===== src/rtl/hazard_stall_ctrl.sv =====
// Pipeline hazard/stall controller: load-use bubbles, taken-branch squash, memory freeze and timeout.
// Optional stall/flush statistics counters are built only when HAZ_STATS_EN is defined.
module hazard_stall_ctrl #(
    parameter int REG_ZERO    = 31,
    parameter int MEM_TIMEOUT = 64,
    parameter int CNT_W       = 16
) (
    input  logic             clk,
    input  logic             reset,
    input  logic [4:0]       id_rn,
    input  logic [4:0]       id_rm,
    input  logic             id_uses_rn,
    input  logic             id_uses_rm,
    input  logic [4:0]       ex_rd,
    input  logic             ex_read_enable,
    input  logic             ex_regwrite,
    input  logic             br_taken_ex,
    input  logic             mem_req,
    input  logic             mem_ready,
    output logic             pc_we,
    output logic             ifid_we,
    output logic             ifid_flush,
    output logic             idex_we,
    output logic             idex_bubble,
    output logic             exmem_we,
    output logic             memwb_bubble,
    output logic             mem_timeout,
    output logic [CNT_W-1:0] stall_cycles,
    output logic [CNT_W-1:0] flush_count
);

    typedef enum logic [1:0] {
        RUN      = 2'd0,
        MEM_WAIT = 2'd1,
        ERROR    = 2'd2
    } state_t;

    localparam logic [4:0] ZERO_IDX = 5'(REG_ZERO);
    localparam logic [6:0] WCNT_MAX = 7'(MEM_TIMEOUT);

    state_t     state_q, state_d;
    logic [6:0] wcnt_q, wcnt_d;
    logic       lu;
    logic       ms;

    assign lu = ex_read_enable & ex_regwrite & (ex_rd != ZERO_IDX) &
                ((id_uses_rn & (id_rn == ex_rd)) | (id_uses_rm & (id_rm == ex_rd)));
    assign ms = mem_req & ~mem_ready;

    always_comb begin
        state_d      = state_q;
        wcnt_d       = wcnt_q;
        pc_we        = 1'b1;
        ifid_we      = 1'b1;
        ifid_flush   = 1'b0;
        idex_we      = 1'b1;
        idex_bubble  = 1'b0;
        exmem_we     = 1'b1;
        memwb_bubble = 1'b0;

        case (state_q)
            RUN: begin
                if (ms) begin
                    pc_we        = 1'b0;
                    ifid_we      = 1'b0;
                    idex_we      = 1'b0;
                    exmem_we     = 1'b0;
                    memwb_bubble = 1'b1;
                    state_d      = MEM_WAIT;
                    wcnt_d       = 7'd1;
                end else if (br_taken_ex) begin
                    // Branch squash wins over any load-use match on the wrong-path instruction.
                    ifid_flush  = 1'b1;
                    idex_bubble = 1'b1;
                end else if (lu) begin
                    pc_we       = 1'b0;
                    ifid_we     = 1'b0;
                    idex_bubble = 1'b1;
                end
            end
            MEM_WAIT: begin
                pc_we        = 1'b0;
                ifid_we      = 1'b0;
                idex_we      = 1'b0;
                exmem_we     = 1'b0;
                memwb_bubble = 1'b1;
                if (mem_ready) begin
                    state_d = RUN;
                    wcnt_d  = 7'd0;
                end else if (wcnt_q == WCNT_MAX) begin
                    state_d = ERROR;
                end else begin
                    wcnt_d = wcnt_q + 7'd1;
                end
            end
            default: begin
                // ERROR (and any illegal encoding) keeps the pipe frozen until reset.
                pc_we        = 1'b0;
                ifid_we      = 1'b0;
                idex_we      = 1'b0;
                exmem_we     = 1'b0;
                memwb_bubble = 1'b1;
                state_d      = ERROR;
            end
        endcase

        if (reset) begin
            pc_we        = 1'b0;
            ifid_we      = 1'b0;
            idex_we      = 1'b0;
            exmem_we     = 1'b0;
            ifid_flush   = 1'b1;
            idex_bubble  = 1'b1;
            memwb_bubble = 1'b1;
            state_d      = RUN;
            wcnt_d       = 7'd0;
        end
    end

    always_ff @(posedge clk) begin
        state_q <= state_d;
        wcnt_q  <= wcnt_d;
    end

    assign mem_timeout = (state_q == ERROR);

`ifdef HAZ_STATS_EN
    logic [CNT_W-1:0] stall_q, stall_d;
    logic [CNT_W-1:0] flush_q, flush_d;
    logic             flush_ev;

    function automatic logic [CNT_W-1:0] sat_inc(input logic [CNT_W-1:0] v);
        return (&v) ? v : v + CNT_W'(1);
    endfunction

    assign flush_ev = (state_q == RUN) & ~ms & br_taken_ex & ~reset;

    always_comb begin
        stall_d = stall_q;
        flush_d = flush_q;
        if (reset) begin
            stall_d = '0;
            flush_d = '0;
        end else begin
            if (!pc_we)   stall_d = sat_inc(stall_q);
            if (flush_ev) flush_d = sat_inc(flush_q);
        end
    end

    always_ff @(posedge clk) begin
        stall_q <= stall_d;
        flush_q <= flush_d;
    end

    assign stall_cycles = stall_q;
    assign flush_count  = flush_q;
`else
    assign stall_cycles = '0;
    assign flush_count  = '0;
`endif

endmodule


===== config.mk =====
export PLATFORM = sky130hd
export DESIGN_NAME = hazard_stall_ctrl
export DESIGN_NICKNAME = d
export VERILOG_FILES = /design/src/rtl/hazard_stall_ctrl.sv
export SDC_FILE = /design/constraint.sdc
export NUM_CORES = 1
export LEC_CHECK = 0
export CORE_ASPECT_RATIO = 1.5
export CORE_MARGIN = 1
export CORE_UTILIZATION = 37
export CTS_BUF_LIST = sky130_fd_sc_hd__clkbuf_4 sky130_fd_sc_hd__clkbuf_8
export CTS_CLUSTER_SIZE = 20
export DETAILED_ROUTE_END_ITERATION = 16
export GPL_TIMING_DRIVEN = 0
export PLACE_DENSITY = 0.87
export SETUP_SLACK_MARGIN = 0.05
export SLEW_MARGIN = 20
export SYNTH_ARGS = -nofsm -noshare
export SYNTH_HDL_FRONTEND = slang
export SYNTH_SLANG_ARGS = --single-unit

===== constraint.sdc =====
create_clock -name clk -period 2.1 [get_ports clk]
set_input_delay 0.21 -clock clk [delete_from_list [all_inputs] [get_ports clk]]
set_output_delay 0.21 -clock clk [all_outputs]
set_load 0.02 [all_outputs]

==> insert_results.sql <==
INSERT INTO impl_metrics (metric_group, metric, value, unit) VALUES
('clocking', 'clock_tree.root_cell', 'clkbuf_4', ''),
('route', 'route.detailed.drc', '4', ''),
('timing', 'setup_repair_after_global_routing_missed_its_margin', 'true', ''),
('setup_path', 'worstReg2RegStart', 'wcnt_q[0]$_SDFFE_PP0P_', ''),
('finish', 'drive_above_1_share', '28.4', '%'),
('placed_design', 'place_hpwl', '1710', 'um'),
('yosys', 'synth-compound-area-share', '16.2', '%'),
('run_status', 'status', 'complete, but fails checks', ''),
('clocking', 'cts_tree', 'built', ''),
('setup_path', 'crit_arrival', '1.80', 'ns'),
('power_and_ir_drop', 'share_seq_of_total_power', '31.0', '%'),
('die', 'placement_rows', '22', ''),
('timing', 'fin_crit_sh', '95.5', '%'),
('clocking', 'cts_sinks', '9', ''),
('die', 'boundaryPins', '64', ''),
('placed_design', 'place_worst_setup_slack', '-0.530', 'ns'),
('global_route', 'grt_pass1_vias', '868', ''),
('run_status', 'violations', 'design-rule violations', ''),
('yosys', 'synth_cell_type_count', '37', ''),
('route', 'dr.pass1.iters', '10', ''),
('placed_design', 'place_area', '0.00141', 'mm^2'),
('global_route', 'grt_overflow_total', '0', ''),
('setup_path', 'r2r-end', 'wcnt_q[0]$_SDFFE_PP0P_', ''),
('die', 'die_height', '64.1', 'um'),
('finish', 'ff_latch_area', '180', 'um^2'),
('clocking', 'clk_pin_slew_worst_paths', '0.06', 'ns'),
('finish', 'final_net_count', '210', ''),
('timing', 'fmax', '498', 'MHz'),
('yosys', 'combinational_family_with_the_most_area_after_synthesis', 'buffers and inverters', ''),
('yosys', 'synthAdderAreaFrac', '2.64', '%'),
('finish', 'fillerInstances', '217', ''),
('die', 'fp.dieW', '43.4', 'um'),
('yosys', 'synth.most_common_cell', 'buf_4', ''),
('finish', 'stdcell_count', '207', ''),
('yosys', 'synth_top_cell_area_share', '26.9', '%'),
('yosys', 'yosysWarningCount', '0', ''),
('yosys', 'synthArstFlopShare', '0', '%'),
('power_and_ir_drop', 'net-switching-power', '0.196', 'mW'),
('setup_path', 'critPathLaunchType', 'primary input', ''),
('power_and_ir_drop', 'power.combinational.fraction', '41.8', '%'),
('clocking', 'clock_tree.htree_level_count', '1', ''),
('timing', 'clock-skew-final', '0.00961', 'ns'),
('timing', 'final-max-slew-violation-count', '0', ''),
('power_and_ir_drop', 'power.share.clock', '27.2', '%'),
('setup_path', 'path_depth_of_the_worst_reg2reg_path', '6', ''),
('power_and_ir_drop', 'leakage', '0.718', 'nW'),
('finish', 'multi_input_gate_area_in_the_final_layout', '628', 'um^2'),
('finish', 'postLayoutCellArea', '0.00145', 'mm^2'),
('die', 'initial_core_utilization', '38.8', '%'),
('global_route', 'grt_first_pass_wirelength', '3290', 'um'),
('yosys', 'yosysSeqAreaShare', '19.0', '%'),
('timing', 'setup_viol', '0', ''),
('yosys', 'synth-seq-cells', '9', ''),
('route', 'drtAntennaViolNets', '0', ''),
('clocking', 'cts_setup_buffers', '0', ''),
('setup_path', 'maximum_fanout_along_the_worst_path', '2', ''),
('clocking', 'cts_inserted_buffers', '3', ''),
('yosys', 'synthesis.instances', '117', ''),
('die', 'die_area', '0.00278', 'mm^2'),
('placed_design', 'place.port_buffers', '31', ''),
('placed_design', 'finalWeightedCongestion', '0.756', ''),
('route', 'routedWlPerCell', '9.82', 'um'),
('timing', 'post-route-min-period', '2.01', 'ns'),
('route', 'drt-initial-drc-count', '12', ''),
('finish', 'antenna_cells', '0', ''),
('setup_path', 'startpoint_to_endpoint_class_of_the_critical_path', 'in -> out', ''),
('yosys', 'synth-edff-count', '0', ''),
('finish', 'area_growth_syn_to_layout', '53.0', '%'),
('global_route', 'antenna_violations_before_repair', '0', ''),
('setup_path', 'reg2reg_slack', '0.44', 'ns'),
('yosys', 'synth_simple_gate_area_share', '19.4', '%');
==> registers in the layout, summed over array words and instances (netlist names) <==
signal and flops:
wcnt_q 7, state_q 2
==> how the worst min path moves through the flow <==
stage	from	to	slack, ns	cells past startpoint
finish	wcnt_q[6]$_SDFFE_PP0P_	wcnt_q[6]$_SDFFE_PP0P_	0.48	2
floorplan	reset	state_q[1]$_SDFFE_PP0P_	0.28	1
global route	mem_ready	state_q[0]$_SDFFE_PP0P_	0.53	3
global placement	wcnt_q[6]$_SDFFE_PP0P_	wcnt_q[6]$_SDFFE_PP0P_	0.47	2
detailed placement	wcnt_q[6]$_SDFFE_PP0P_	wcnt_q[6]$_SDFFE_PP0P_	0.47	2
CTS	wcnt_q[6]$_SDFFE_PP0P_	wcnt_q[6]$_SDFFE_PP0P_	0.49	2
==> kinds of logic after synthesis <==
| family | count (synthesis) |
|---|---|
| AOI/OAI and AO/OA | 21 |
| other | 1 |
| adders and majority gates | 2 |
| and+or+nand+nor | 29 |
| buffers and inverters | 42 |
| muxes | 1 |
| DFF | 9 |
| xor gates and xnor gates | 12 |
==> cell usage in the layout (no fill, tap or decap), types with 2 or more instances in the layout <==
cell and count:
nor2b_1 2, nor2_1 6, o2111ai_1 2, xnor2_1 3, xor2_1 9, dlygate4sd2_1 8
buf_4 34, inv_1 6, a21oi_1 6, o31ai_1 3, nand2_1 2, or3_1 3
dfxtp_1 9, clkdlybuf4s50_1 18, conb_1 32, o21ai_1 2, buf_2 4, dlymetal6s2s_1 2
nand3_1 2, clkbuf_4 4, ha_1 2
==> layer usage <==
| layer | up-vias | global-route usage [%] | share of wire [%] |
|---|---|---|---|
| met5 | - | 0 | 0 |
| met4 | 0 | 12.5 | 3.5 |
| met3 | 7 | 5.65 | 13 |
| met2 | 62 | 27.7 | 51 |
| met1 | 385 | 14.1 | 32 |
| li1 | 471 | - | - |
==> power by group through the flow <==
stage	logic, mW	clock network [mW]	registers [mW]
6_report	0.239	0.156	0.177
5_1_grt	0.259	0.167	0.177
4_1_cts	0.237	0.161	0.177
3_5_place_dp	0.240	0	0.181
3_3_place_gp	0.238	0	0.181
2_1_floorplan	0.159	0	0.180
==> critical path, stage by stage <==
cell and delay, ns:
clkdlybuf4s50_1 0.41, xor2_1 0.16, nor4_2 0.28, a32oi_1 0.16, o31a_1 0.32, buf_4 0.14, buf_6 0.12
==> metrics by stage <==
stage | setup TNS, ns | hold slack (ns) | utilization [%]
floorplan | 0 | 0.282 | -
global placement | -2.15 | 0.467 | 57.4
detailed placement | -2.41 | 0.475 | 57.4
CTS | 0 | 0.488 | 59.0
global route | 0 | 0.532 | 59.3
finish | 0 | 0.485 | 59.3
==> area by class of cell <==
class                      count  area share (%)
tap                           24            2.07
clock buffer                   4            2.07
multi-input combinational     97            43.2
inverter                       6            1.55
buffer                        36            18.3
sequential                     9            12.4
timing repair buffer          31            20.4
==> what timing repair did <==
| action | in CTS | in global routing |
|---|---|---|
| endpoints found under the hold margin | 0 | 0 |
| pin swaps | 3 | 3 |
| resized for setup | 23 | 5 |
| gates cloned | 0 | 0 |
| setup endpoints to repair | 7 | 3 |
| hold buffers | 0 | 0 |
Note: power is estimated with default switching activity, not from simulation.
